<file path="src/rtl/hub75_scan_ctrl_if.sv">
// Frame-RAM read port and HUB75 panel connector signals of the scan controller.
// master = controller side, slave = frame RAM / panel side.
interface hub75_scan_ctrl_if #(
    parameter int COLS     = 64,
    parameter int ROW_BITS = 5,
    parameter int PLANES   = 4
) ();
    localparam int ADDR_W = ROW_BITS + $clog2(COLS);

    logic [ADDR_W-1:0]   o_rd_addr;
    logic [6*PLANES-1:0] i_rd_data;
    logic                o_clk;
    logic                o_latch;
    logic                o_blank;
    logic [1:0]          o_data_r;
    logic [1:0]          o_data_g;
    logic [1:0]          o_data_b;
    logic [ROW_BITS-1:0] o_row_select;
    logic                o_frame_done;

    modport master (
        output o_rd_addr, o_clk, o_latch, o_blank,
        output o_data_r, o_data_g, o_data_b, o_row_select, o_frame_done,
        input  i_rd_data
    );

    modport slave (
        input  o_rd_addr, o_clk, o_latch, o_blank,
        input  o_data_r, o_data_g, o_data_b, o_row_select, o_frame_done,
        output i_rd_data
    );
endinterface

</file>
<file path="src/rtl/hub75_scan_ctrl.sv">
// HUB75 scan controller with bit-plane modulation; plane p+1 shifts while plane p is lit.
// Optional HUB75_TESTPAT_EN adds i_test_mode, replacing RAM pixels with a generated pattern.
module hub75_scan_ctrl #(
    parameter int COLS      = 64,
    parameter int ROW_BITS  = 5,
    parameter int PLANES    = 4,
    parameter int CLK_DIV   = 2,
    parameter int BASE_TIME = 32
) (
    input  logic              i_clk,
    input  logic              i_rst_n,
    input  logic              i_enable,
`ifdef HUB75_TESTPAT_EN
    input  logic              i_test_mode,
`endif
    hub75_scan_ctrl_if.master hub
);
    localparam int COL_W  = $clog2(COLS);
    localparam int ADDR_W = ROW_BITS + COL_W;
    localparam int PL_W   = (PLANES > 1) ? $clog2(PLANES) : 1;
    localparam int DIV_W  = (CLK_DIV > 1) ? $clog2(CLK_DIV) : 1;
    localparam int LAT_W  = $clog2(CLK_DIV + 2);
    localparam int DISP_W = $clog2(BASE_TIME) + PLANES;

    localparam logic [1:0] ST_IDLE  = 2'd0;
    localparam logic [1:0] ST_SHIFT = 2'd1;
    localparam logic [1:0] ST_WAIT  = 2'd2;
    localparam logic [1:0] ST_LATCH = 2'd3;

    logic [1:0]          state_r;
    logic [COL_W-1:0]    col_r;
    logic [DIV_W-1:0]    div_r;
    logic [LAT_W-1:0]    lat_r;
    logic [PL_W-1:0]     plane_r;
    logic [ROW_BITS-1:0] row_r;
    logic [DISP_W-1:0]   disp_r;
    logic                clk_r;
    logic                latch_r;
    logic                blank_r;
    logic [5:0]          pix_r;
    logic [ROW_BITS-1:0] row_sel_r;
    logic [ADDR_W-1:0]   addr_r;
    logic                frame_done_r;

    logic                last_plane_s;
    logic                last_row_s;
    logic                last_col_s;
    logic                div_end_s;
    logic [PL_W-1:0]     next_plane_s;
    logic [ROW_BITS-1:0] next_row_s;
    logic [PL_W-1:0]     load_plane_s;
    logic [ROW_BITS-1:0] load_row_s;
    logic [COL_W-1:0]    load_col_s;
    logic [ADDR_W-1:0]   addr_after_s;
    logic [6*PLANES-1:0] word_s;
    logic [5:0]          pixel_s;

    // Picks bit 'plane' of each of the six colour fields {r1,g1,b1,r0,g0,b0}
    function automatic logic [5:0] plane_bits(input logic [6*PLANES-1:0] word,
                                              input logic [PL_W-1:0] plane);
        logic [5:0] bits;
        for (int f = 0; f < 6; f++) begin
            bits[f] = word[f*PLANES + int'(plane)];
        end
        return bits;
    endfunction

    assign last_plane_s = (plane_r == PL_W'(PLANES - 1));
    assign last_row_s   = (row_r == {ROW_BITS{1'b1}});
    assign last_col_s   = (col_r == COL_W'(COLS - 1));
    assign div_end_s    = (div_r == DIV_W'(CLK_DIV - 1));
    assign next_plane_s = last_plane_s ? PL_W'(0) : plane_r + PL_W'(1);
    assign next_row_s   = last_plane_s ? row_r + ROW_BITS'(1) : row_r;

    // Which pixel the next data load captures: column 0 of the upcoming plane when starting a shift
    always_comb begin
        load_plane_s = plane_r;
        load_row_s   = row_r;
        load_col_s   = col_r + COL_W'(1);
        if (state_r == ST_LATCH) begin
            load_plane_s = next_plane_s;
            load_row_s   = next_row_s;
            load_col_s   = COL_W'(0);
        end else if (state_r == ST_IDLE) begin
            load_col_s   = COL_W'(0);
        end else begin
            load_col_s   = col_r + COL_W'(1);
        end
    end

    // After the last column the RAM pointer is parked on column 0 of the next plane's row (prefetch)
    assign addr_after_s = (load_col_s == COL_W'(COLS - 1)) ? {next_row_s, COL_W'(0)}
                                                           : {load_row_s, load_col_s + COL_W'(1)};

`ifdef HUB75_TESTPAT_EN
    logic [PLANES-1:0] tp_r_s;
    logic [PLANES-1:0] tp_g_s;
    assign tp_r_s = PLANES'(load_col_s);
    assign tp_g_s = PLANES'(load_row_s);
    assign word_s = i_test_mode ? {tp_r_s, tp_g_s, {PLANES{1'b1}}, tp_r_s, tp_g_s, {PLANES{1'b1}}}
                                : hub.i_rd_data;
`else
    assign word_s = hub.i_rd_data;
`endif

    assign pixel_s = plane_bits(word_s, load_plane_s);

    // Scan FSM, shift-clock divider, latch sequencer and display counter
    always_ff @(posedge i_clk or negedge i_rst_n) begin
        if (!i_rst_n) begin
            state_r      <= ST_IDLE;
            col_r        <= '0;
            div_r        <= '0;
            lat_r        <= '0;
            plane_r      <= '0;
            row_r        <= '0;
            disp_r       <= '0;
            clk_r        <= 1'b0;
            latch_r      <= 1'b0;
            blank_r      <= 1'b1;
            pix_r        <= 6'd0;
            row_sel_r    <= '0;
            addr_r       <= '0;
            frame_done_r <= 1'b0;
        end else begin
            frame_done_r <= 1'b0;
            if (disp_r != DISP_W'(0)) begin
                disp_r <= disp_r - DISP_W'(1);
                if (disp_r == DISP_W'(1)) begin
                    blank_r <= 1'b1;
                end
            end
            case (state_r)
                ST_IDLE: begin
                    clk_r   <= 1'b0;
                    latch_r <= 1'b0;
                    if (i_enable) begin
                        state_r <= ST_SHIFT;
                        div_r   <= '0;
                        col_r   <= '0;
                        pix_r   <= pixel_s;
                        addr_r  <= addr_after_s;
                    end
                end
                ST_SHIFT: begin
                    if (!div_end_s) begin
                        div_r <= div_r + DIV_W'(1);
                    end else begin
                        div_r <= '0;
                        if (!clk_r) begin
                            clk_r <= 1'b1;
                        end else begin
                            clk_r <= 1'b0;
                            if (last_col_s) begin
                                lat_r   <= '0;
                                state_r <= (disp_r == DISP_W'(0)) ? ST_LATCH : ST_WAIT;
                            end else begin
                                col_r  <= col_r + COL_W'(1);
                                pix_r  <= pixel_s;
                                addr_r <= addr_after_s;
                            end
                        end
                    end
                end
                ST_WAIT: begin
                    if (disp_r == DISP_W'(0)) begin
                        lat_r   <= '0;
                        state_r <= ST_LATCH;
                    end
                end
                ST_LATCH: begin
                    lat_r <= lat_r + LAT_W'(1);
                    if (lat_r == LAT_W'(0)) begin
                        latch_r <= 1'b1;
                        if (plane_r == PL_W'(0)) begin
                            row_sel_r <= row_r;
                        end
                    end else if (lat_r == LAT_W'(CLK_DIV)) begin
                        latch_r <= 1'b0;
                    end else if (lat_r == LAT_W'(CLK_DIV + 1)) begin
                        blank_r      <= 1'b0;
                        disp_r       <= DISP_W'(BASE_TIME) << plane_r;
                        plane_r      <= next_plane_s;
                        row_r        <= next_row_s;
                        frame_done_r <= last_row_s && last_plane_s;
                        if (last_row_s && last_plane_s && !i_enable) begin
                            state_r <= ST_IDLE;
                        end else begin
                            state_r <= ST_SHIFT;
                            div_r   <= '0;
                            col_r   <= '0;
                            pix_r   <= pixel_s;
                            addr_r  <= addr_after_s;
                        end
                    end else begin
                        latch_r <= latch_r;
                    end
                end
                default: begin
                    state_r <= ST_IDLE;
                end
            endcase
        end
    end

    assign hub.o_rd_addr    = addr_r;
    assign hub.o_clk        = clk_r;
    assign hub.o_latch      = latch_r;
    assign hub.o_blank      = blank_r;
    assign hub.o_data_r     = {pix_r[5], pix_r[2]};
    assign hub.o_data_g     = {pix_r[4], pix_r[1]};
    assign hub.o_data_b     = {pix_r[3], pix_r[0]};
    assign hub.o_row_select = row_sel_r;
    assign hub.o_frame_done = frame_done_r;
endmodule
</file>
<file path="src/flat_wrapper.sv">
// flat-port wrapper written by rule: the top's interface ports become plain ports
module hub75_scan_ctrl_flat 
#(
    parameter int COLS      = 64,
    parameter int ROW_BITS  = 5,
    parameter int PLANES    = 4,
    parameter int CLK_DIV   = 2,
    parameter int BASE_TIME = 32
)
  (i_clk, i_rst_n, i_enable, hub_o_rd_addr, hub_o_clk, hub_o_latch, hub_o_blank, hub_o_data_r, hub_o_data_g, hub_o_data_b, hub_o_row_select, hub_o_frame_done, hub_i_rd_data);
  hub75_scan_ctrl_if #(.COLS(COLS), .ROW_BITS(ROW_BITS), .PLANES(PLANES)) hub_i ();
  input  logic i_clk;
  input  logic i_rst_n;
  input  logic i_enable;
  output wire logic [$bits(hub_i.o_rd_addr)-1:0] hub_o_rd_addr;
  output wire logic [$bits(hub_i.o_clk)-1:0] hub_o_clk;
  output wire logic [$bits(hub_i.o_latch)-1:0] hub_o_latch;
  output wire logic [$bits(hub_i.o_blank)-1:0] hub_o_blank;
  output wire logic [$bits(hub_i.o_data_r)-1:0] hub_o_data_r;
  output wire logic [$bits(hub_i.o_data_g)-1:0] hub_o_data_g;
  output wire logic [$bits(hub_i.o_data_b)-1:0] hub_o_data_b;
  output wire logic [$bits(hub_i.o_row_select)-1:0] hub_o_row_select;
  output wire logic [$bits(hub_i.o_frame_done)-1:0] hub_o_frame_done;
  input wire logic [$bits(hub_i.i_rd_data)-1:0] hub_i_rd_data;
  assign hub_o_rd_addr = hub_i.o_rd_addr;
  assign hub_o_clk = hub_i.o_clk;
  assign hub_o_latch = hub_i.o_latch;
  assign hub_o_blank = hub_i.o_blank;
  assign hub_o_data_r = hub_i.o_data_r;
  assign hub_o_data_g = hub_i.o_data_g;
  assign hub_o_data_b = hub_i.o_data_b;
  assign hub_o_row_select = hub_i.o_row_select;
  assign hub_o_frame_done = hub_i.o_frame_done;
  assign hub_i.i_rd_data = hub_i_rd_data;
  hub75_scan_ctrl #(.COLS(COLS), .ROW_BITS(ROW_BITS), .PLANES(PLANES), .CLK_DIV(CLK_DIV), .BASE_TIME(BASE_TIME)) u_core (.i_clk(i_clk), .i_rst_n(i_rst_n), .i_enable(i_enable), .hub(hub_i));
endmodule
</file>
<file path="config.mk">
export PLATFORM = sky130hd
export DESIGN_NAME = hub75_scan_ctrl_flat
export DESIGN_NICKNAME = d
export VERILOG_FILES = /design/src/rtl/hub75_scan_ctrl_if.sv /design/src/rtl/hub75_scan_ctrl.sv /design/src/flat_wrapper.sv
export SDC_FILE = /design/constraint.sdc
export NUM_CORES = 1
export LEC_CHECK = 0
export CORE_ASPECT_RATIO = 0.7
export CORE_MARGIN = 2
export CORE_UTILIZATION = 57
export DETAILED_ROUTE_END_ITERATION = 10
export PLACE_DENSITY_LB_ADDON = 0.3
export SLEW_MARGIN = 10
export SYNTH_ARGS = -nofsm -noshare
export SYNTH_HDL_FRONTEND = slang
export SYNTH_SLANG_ARGS = --single-unit
</file>
<file path="constraint.sdc">
create_clock -name i_clk -period 6.9 [get_ports i_clk]
set_input_delay 0.69 -clock i_clk [delete_from_list [all_inputs] [get_ports i_clk]]
set_output_delay 0.69 -clock i_clk [all_outputs]
set_load 0.02 [all_outputs]
</file>
==> results of run 1 <==
==> routing by layer <==
| layer | vias up | part of all wire, % | wire length [microns] |
|---|---|---|---|
| li1 | 1227 | - | - |
| met1 | 1207 | 49 | 3291 |
| met2 | 68 | 46 | 3072 |
| met3 | 8 | 4.9 | 331 |
| met4 | 0 | 0.79 | 53 |
| met5 | - | 0 | 0 |
==> logic make-up (layout without fill, tap and decap cells) <==
kind of cell | after synthesis | after routing
flip-flops | 53 | 53
AND/OR/NAND/NOR | 119 | 119
adder cells (fa/ha/maj) | 20 | 20
buffers and inverters | 28 | 73
AO/OA/AOI/OAI | 63 | 63
multiplexers | 26 | 26
XOR/XNOR | 17 | 17
==> synth_stat cells, drive strengths merged (3+ instances only) <==
cell type,instances,area [sq um]
nor2b,4,25.02
xor2,6,52.55
and3,3,18.77
or3b,3,26.28
a21o,4,30.03
nand2b,4,25.02
nor2,20,75.07
inv,12,45.04
mux2i,10,100.1
nand3,11,55.05
clkbuf,12,45.04
mux2,16,180.2
o22ai,3,18.77
o31ai,3,22.52
xnor2,11,96.34
o211ai,4,30.03
nor3,7,35.03
nand2,47,176.4
buf,4,25.02
a31oi,3,18.77
ha,20,250.2
dfrtp,52,1301
o21ai,27,135.1
a21oi,7,35.03
nand4,7,43.79
==> power breakdown <==
group          switching [uW]  internal [uW]
clock                    98.5           79.9
combinational             370            261
sequential               75.1            401
==> registers in the layout, summed over array words and instances (netlist names) <==
register,count
u_core.plane_r,2
u_core.row_r,5
u_core.div_end_s,1
u_core.pix_r,6
u_core.hub.o_clk,1
u_core.hub.o_row_select,5
u_core.lat_r,2
u_core.hub.o_blank,1
u_core.hub.o_frame_done,1
u_core.disp_r,9
u_core.hub.o_latch,1
u_core.state_r,2
u_core.hub.o_rd_addr,11
u_core.col_r,6
==> how the worst max path moves through the flow <==
stage | startpoint | end | slack, ns | depth (start not counted)
after global placement | i_enable | u_core.hub.o_rd_addr[9] | 3.81 | 6
after global routing | u_core.row_r[0] | u_core.hub.o_rd_addr[8] | 3.70 | 8
after floorplan | u_core.row_r[0] | u_core.hub.o_rd_addr[9] | 4.42 | 9
final | u_core.row_r[0] | u_core.hub.o_rd_addr[9] | 3.86 | 8
after detailed placement | i_enable | u_core.hub.o_rd_addr[9] | 3.75 | 6
after CTS | u_core.row_r[0] | u_core.hub.o_rd_addr[9] | 3.86 | 8
==> critical path, cell delays in order (launching register included) <==
cell	delay [ns]
dfrtp_1	0.46
ha_1	0.28
and3_1	0.16
ha_1	0.21
and4b_1	0.20
a2111o_1	0.40
a21o_1	0.53
or4b_1	0.64
nand3_1	0.09
==> area by class of cell <==
type	instances	area, sq um
Sequential cell	53	1328
Clock buffer	7	86.33
Inverter	12	45.04
Fill cell	416	1514
Multi-Input combinational cell	245	1664
Timing Repair Buffer	54	530.5
Tap cell	72	90.09
==> stage by stage <==
stage          worst slack (ns)  instances  hold slack (ns)  total power, uW  instance area [sq um]
2_1_floorplan             4.420        326           0.3944            929.1                   3107
3_3_place_gp              3.807        436           0.4629             1089                   3657
3_5_place_dp              3.754        436           0.4692             1113                   3657
4_1_cts                   3.856        443           0.4900             1288                   3744
5_1_grt                   3.699        443           0.5184             1398                   3744
6_report                  3.861        443           0.4793             1286                   3744
==> flow_summary.yaml, run 1 <==
clock_tree:
  cts_tree: "done"
  clockBufferDepth: 2
  clk_transition_reported_paths_ns: 0.09
  cts.sinks: 53
  post_cts_buffers: 0
  cts_resized: 0
  numCtsBuffers: 5
  cts_hold_buf: 0
  clock_tree.root_cell: "clkbuf_8"
  htreeDepth: 2
  clock_latency_ns: 0.30
global_route:
  grt_usage_pct: 23.95
  grt_pass1_vias: 2489
  gr-max-usage-layer: "met2"
  grt_overflow: 0
  grt_max_degree: 54
  grt_pass1_wl_mm: 11.62
  gr-usage-met2_pct: 38.24
  grtUsageMet3_pct: 5.046
  antenna_found_initial: 0
  use_met1_pct: 34.30
route:
  wirelength_mm: 6.748
  first_pass_iters: 4
  detail-route-antenna-nets: 0
  remaining_drc_errors: 0
  wire_per_inst_microns: 15.23
  drt_iter0_markers: 158
  vias_per_cell: 5.666
  vias: 2510
worst_setup_path:
  crit_type: "reg -> reg"
  timing.rr.start: "u_core.row_r[0]"
  crit_arrival_ns: 3.28
  cp-end-kind: "flip-flop"
  r2r-end: "u_core.hub.o_rd_addr[9]"
  start_kind: "flip-flop"
  reg2reg_depth: 8
  reg2reg_slack_ns: 3.86
  critical_path.max_fanout: 37
  required_ns: 7.14
yosys:
  synth_adder_area_share_pct: 8.055
  synth_top_family_by_area: "simple AND/OR/NAND/NOR gates"
  syn_inst: 326
  ys_warn_count: 0
  ys_types: 48
  synth-simple-area-share_pct: 18.89
  synth_xor_area_share_pct: 4.793
  syn_area_per_cell_sq_um: 9.530
  synth_compound_area_share_pct: 12.81
  synth_edf_count: 0
  ys_ff_latch: 53
  syn_area_sq_um: 3107
  yosysSeqAreaShare_pct: 42.73
  synth_nets: 373
  synth_mux_area_share_pct: 9.021
  synth-async-reset-ratio_pct: 100.0
  synth-main-ff-cell: "dfrtp_1"
floorplan:
  die_w_microns: 92.24
  fp-row-count: 22
  core-area_sq_um: 5258
  initial_core_util_pct: 59.09
  pin_count: 53
  die_height_microns: 65.77
  die_area_sq_um: 6066
layout:
  fin_util_pct: 71.20
  final_common_cell: "dfrtp_1"
  drive_gt1_share_pct: 8.356
  areaGrowthSynthToFinish_pct: 20.50
  antenna_cells: 0
  final_nets: 418
  final_cell_mix: "dfrtp_1, clkdlybuf4s50_1, nand2_1"
outcome:
  status: "complete, no violations"
timing:
  setup_violations: 0
  max-slew-margin-rel_pct: 21.82
  finalCritPeriodShare_pct: 44.04
  tightest_slew_ns: 1.160
  finalHoldViolCount: 0
  max_freq_ghz: 0.3290
  period_minus_slack_ns: 3.039
  rsz0062_at_grt: "false"
  finalSetupTns_ns: 0
  slew_viol_final: 0
  clock_skew_ns: 0.008263
power:
  power_density_nw_per_um2: 343.5
  leakage_uw: 0.001696
  ir_drop_mv: 0.1569
job:
  maxCapViolCount: 0
place:
  port_buffers: 52
  routabilityCongestion: 0.8539
  dp_hpwl_mm: 4.902
min_path:
  hold_path.class: "in -> async"
(Power assumes the default switching activity.)
==> run 2, diff against run 1 <==
CORE_UTILIZATION = 53   (was 57)
clock period = 2.9 ns   (was 6.9 ns; I/O delays follow)
==> run 2 against run 1 <==
  * Core utilization is 3.9 points lower
  * Worst hold slack got worse by 0.44 ns
  * Critical path type unchanged
  * Sequential cell count is the same
  * Critical endpoint is now u_core.hub.o_rd_addr[8]
  * Clock power increased to 3.0 times the previous value
  * Cell area grew 2.5%
  * Largest cell class unchanged
  * Sequential power rose by 140%
==> flow_summary.yaml, run 2 (synthesis gave the netlist of run 1 again) <==
min_path:
  hold_path.class: "in -> async"
global_route:
  grt_usage_pct: 23.28
  grt_pass1_vias: 2419
  grt_max_degree: 36
  antenna_found_initial: 0
  grt_overflow: 0
  grt_pass1_wl_mm: 11.59
route:
  vias_per_cell: 5.538
  detail-route-antenna-nets: 0
  remaining_drc_errors: 0
  wirelength_mm: 6.902
  first_pass_iters: 4
  wire_per_inst_microns: 15.17
  drt_iter0_markers: 170
  vias: 2520
timing:
  tightest_slew_ns: 0.7791
  finalCritPeriodShare_pct: 87.01
  finalSetupTns_ns: 0
  max-slew-margin-rel_pct: 48.06
  max_freq_ghz: 0.3963
  hold_slack_ns: 0.03911
  setup_violations: 0
  rsz0062_at_grt: "false"
  clock_skew_ns: 0.007494
  period_minus_slack_ns: 2.523
  finalHoldViolCount: 0
  slew_viol_final: 0
worst_setup_path:
  cp_top_family: "compound AO/OA/AOI/OAI gates"
  crit_chain: "ha_1 -> and3_1 -> ha_1 -> and4b_1 -> a2111o_1 -> a21o_1 -> buf_4 -> a2111o_1 -> nand3_1"
  slowest_delay_ns: 0.45
  crit_arrival_ns: 2.78
  start_kind: "flip-flop"
  cp-end-kind: "flip-flop"
  crit_buf_inv: 1
  crit_slowest_cell: "dfrtp_1"
  crit_type: "reg -> reg"
  critical_path.max_fanout: 24
  required_ns: 3.16
clock_tree:
  htreeDepth: 2
  cts_resized: 0
  cts_hold_buf: 0
  clock_latency_ns: 0.31
  cts.sinks: 53
  post_cts_buffers: 0
  clockBufferDepth: 2
  numCtsBuffers: 5
  cts_tree: "done"
  clock_tree.root_cell: "clkbuf_8"
  clk_transition_reported_paths_ns: 0.10
floorplan:
  initial_core_util_pct: 54.52
  die_area_sq_um: 6500
  die_height_microns: 68.06
  core-area_sq_um: 5698
  pin_count: 53
  fp-row-count: 23
  die_w_microns: 95.51
outcome:
  status: "complete, no violations"
power:
  power_density_nw_per_um2: 848.5
  leakage_uw: 0.001750
  ir_drop_mv: 0.3549
layout:
  antenna_cells: 0
  drive_gt1_share_pct: 10.53
  final_common_cell: "dfrtp_1"
  largest_reg_flops: 11
  final_cell_mix: "dfrtp_1, clkdlybuf4s50_1, nand2_1"
  final_nets: 426
  areaGrowthSynthToFinish_pct: 23.52
place:
  port_buffers: 52
  dp_hpwl_mm: 5.085
  routabilityCongestion: 0.9093
job:
  maxCapViolCount: 0
## run 2: changes by cell type in the layout (fill, tap and decap cells not counted), sizes merged
| cell | change |
|---|---|
| bufinv | +1 |
| buf | +8 |
## run 2: layer usage
layer	up-vias	routed length [microns]	global-route usage [%]
li1	1244	-	-
met1	1201	3463	33.47
met2	67	3114	36.44
met3	8	261	4.515
met4	0	63	6.071
met5	-	0	0
## run 2: layout make-up
cell class,count,area (sq um)
Inverter,12,45.04
Tap cell,75,93.84
Clock inverter,1,30.03
Clock buffer,7,86.33
Timing Repair Buffer,62,590.6
Multi-Input combinational cell,245,1664
Fill cell,443,1861
Sequential cell,53,1328
## run 2: worst register-to-register path, stage by stage (launching register included)
cell	delay (ns)
dfrtp_1	0.45
ha_1	0.26
and3_1	0.16
ha_1	0.20
and4b_1	0.19
a2111o_1	0.40
a21o_1	0.20
buf_4	0.21
a2111o_1	0.31
nand3_1	0.08
## run 2: where the power goes
group	total (uW)	internal [uW]	switching, uW
Sequential	1130	954	178
Combinational	1600	687	909
Clock	527	282	245
Total	3260	1920	1330
## run 2: worst paths after layout
path,start,end,slack [ns],cells past startpoint
max,u_core.row_r[0],u_core.hub.o_rd_addr[8],0.38,9
min,i_rst_n,u_core.col_r[0],0.04,1
max reg2reg,u_core.row_r[0],u_core.hub.o_rd_addr[8],0.38,9
min reg2reg,u_core.hub.o_rd_addr[5],u_core.hub.o_rd_addr[5],0.48,2
max in group asynchronous,i_rst_n,u_core.hub.o_row_select[4],2.20,2
min in group i_clk,u_core.hub.o_rd_addr[5],u_core.hub.o_rd_addr[5],0.48,2
## run 2: stage by stage
stage	area (sq um)	worst slack (ns)	cells	power (uW)	util (%)
5_1_grt	3837	0.1804	455	3519	67.35
2_1_floorplan	3107	0.4196	326	2211	-
3_5_place_dp	3721	0.3904	447	2727	65.31
3_3_place_gp	3721	0.4617	447	2678	65.31
4_1_cts	3837	0.3815	455	3265	67.35
6_report	3837	0.3767	455	3256	67.35
==> patch: new RTL, config.mk and constraints of run 2 <==
`COLS` is set to 64 in 3 places; all go to 128.
--- a/src/rtl/hub75_scan_ctrl_if.sv
+++ b/src/rtl/hub75_scan_ctrl_if.sv
@@ -1,7 +1,7 @@
 // Frame-RAM read port and HUB75 panel connector signals of the scan controller.
 // master = controller side, slave = frame RAM / panel side.
 interface hub75_scan_ctrl_if #(
-    parameter int COLS     = 64,
+    parameter int COLS     = 128,
     parameter int ROW_BITS = 5,
     parameter int PLANES   = 4
 ) ();
--- a/src/rtl/hub75_scan_ctrl.sv
+++ b/src/rtl/hub75_scan_ctrl.sv
@@ -1,7 +1,7 @@
 // HUB75 scan controller with bit-plane modulation; plane p+1 shifts while plane p is lit.
 // Optional HUB75_TESTPAT_EN adds i_test_mode, replacing RAM pixels with a generated pattern.
 module hub75_scan_ctrl #(
-    parameter int COLS      = 64,
+    parameter int COLS      = 128,
     parameter int ROW_BITS  = 5,
     parameter int PLANES    = 4,
     parameter int CLK_DIV   = 2,
--- a/src/flat_wrapper.sv
+++ b/src/flat_wrapper.sv
@@ -1,7 +1,7 @@
 // flat-port wrapper written by rule: the top's interface ports become plain ports
 module hub75_scan_ctrl_flat 
 #(
-    parameter int COLS      = 64,
+    parameter int COLS      = 128,
     parameter int ROW_BITS  = 5,
     parameter int PLANES    = 4,
     parameter int CLK_DIV   = 2,
Interface: changed (resized hub_o_rd_addr); port bits go from 53 to 54. The function was not compared with the original's and may differ.
==> patch against run 2 <==
Final area increased by 2.4%. Routed wire length is 2.6% higher. Total power shrank 2.3%. Critical path type unchanged. Setup slack got worse by 0.25 ns. Critical path depth grew 3. Clock power is 10% lower. Sequential share of layout area increased by 0.46 points. Via count is 0.40% higher. Sequential cell count increased by 2. Critical endpoint is now u_core.hub.o_rd_addr[7]. Synthesized area is 0.89% higher. Synthesized cell count stayed put. Sequential power about the same.
==> patch: results (changes against run 2) <==
Timing
The relative slew slack came to 32.1% (was 48.1%). The worst clock skew came to 0.0103 ns (was 0.00749 ns).

Pwr
The peak ir drop on the vdd network came to 315 µV (was 355 µV). The reported leakage power is 1.73 nW (was 1.75 nW).

Route
The routed length per placed instance is 15.2 µm (about the same). The DRC violation total after the first TritonRoute iteration is 142 (was 170).

Synthesis
The mean area per synthesized cell was 9.61 µm² (was 9.53 µm²). Ranking of synthesized cells by instance count: 54 x sky130_fd_sc_hd__dfrtp_1, 51 x sky130_fd_sc_hd__nand2_1, 32 x sky130_fd_sc_hd__o21ai_0 (was 52 x sky130_fd_sc_hd__dfrtp_1, 47 x sky130_fd_sc_hd__nand2_1, 27 x sky130_fd_sc_hd__o21ai_0). The number of distinct library cells after synthesis is 45 (was 48).

Global routing
The via count of the first global-routing pass is 2399 (was 2419). The total routing resource utilization after global routing came to 23.4% (was 23.3%). The first-pass GRT wire length was 11.6 mm (about the same).

Setup path
The startpoint of the worst register-to-register path is u_core.state_r[0] (was u_core.row_r[0]). The delay of the slowest cell on the worst path is 0.53 ns (was 0.45 ns).

Layout
The number of multi-input combinational cells is 242 (was 245). The area of the multi-input gates is 0.00165 mm² (was 0.00166 mm²). The fraction of area in multi-input gates was 42.0% (was 43.4%).

The final instance count without filler cells is 465 (was 455). The sequential cell count is 55 (was 53). The proportion of cell area spent on the clock network is 2.64% (was 3.03%). The number of inserted filler cells in the final layout is 454 (was 443).

The number of flip-flops in the largest register was 12 (was 11).

Placed design
The cell area after placement is 0.00379 mm² (was 0.00372 mm²). The routability congestion estimate from global placement is 0.849 (was 0.909). The estimated wirelength of the detail-placed design was 5.26 mm (was 5.09 mm). The number of buffers added on ports came to 53 (was 52).

The number of placed instances, taps included came to 453 (was 447). The pre-CTS setup slack is 0.0766 ns (was 0.390 ns).

Outcome
Status: complete, no violations (unchanged).
## patch: cell types whose count changed after synthesis, sizes merged, moves of 4 or more
cell	before	now
a21oi	7	13
nand4	7	1
inv	12	16
nand2	47	51
o211ai	4	0
mux2	16	12
o21ai	27	33
mux2i	10	14
## patch: routing by layer
layer,GRT usage [%],share of wire (%),vias to the layer above
li1,-,-,1246
met1,34.1,47,1194
met2,35.3,45,81
met3,5.07,6.1,9
met4,6.79,1.3,0
met5,0,0,-
## patch: final timing paths
check	end	slack (ns)	cells after the start
hold / removal	u_core.col_r[2]	0.03	1
setup / recovery	u_core.hub.o_rd_addr[7]	0.13	12
hold reg to reg	u_core.hub.o_rd_addr[6]	0.49	2
max in group asynchronous	u_core.pix_r[1]	2.11	2
setup reg to reg	u_core.hub.o_rd_addr[7]	0.13	12
min in group i_clk	u_core.hub.o_rd_addr[6]	0.49	2
## patch: cell families after synthesis
family,after synthesis,synth area share [%]
buffers and inverters,29,3.75
and+or+nand+nor,110,16.8
adders and majority gates,20,7.98
DFF,55,44.0
xor gates and xnor gates,19,5.31
muxes,26,8.78
AOI/OAI and AO/OA,67,13.5
## patch: what timing repair did
| item | in CTS | in global routing |
|---|---|---|
| pin swaps | 0 | 0 |
| gates resized for setup | 0 | 6 |
| setup buffers | 1 | 3 |
| setup endpoints to repair | 2 | 5 |
## patch: power groups by stage
| stage | Combinational, mW | Sequential (mW) | Clock [mW] |
|---|---|---|---|
| 2_1_floorplan | 0.904 | 1.23 | 0 |
| 3_3_place_gp | 1.48 | 1.13 | 0 |
| 3_5_place_dp | 1.53 | 1.14 | 0 |
| 4_1_cts | 1.55 | 1.12 | 0.486 |
| 5_1_grt | 1.76 | 1.16 | 0.523 |
| 6_report | 1.58 | 1.13 | 0.472 |
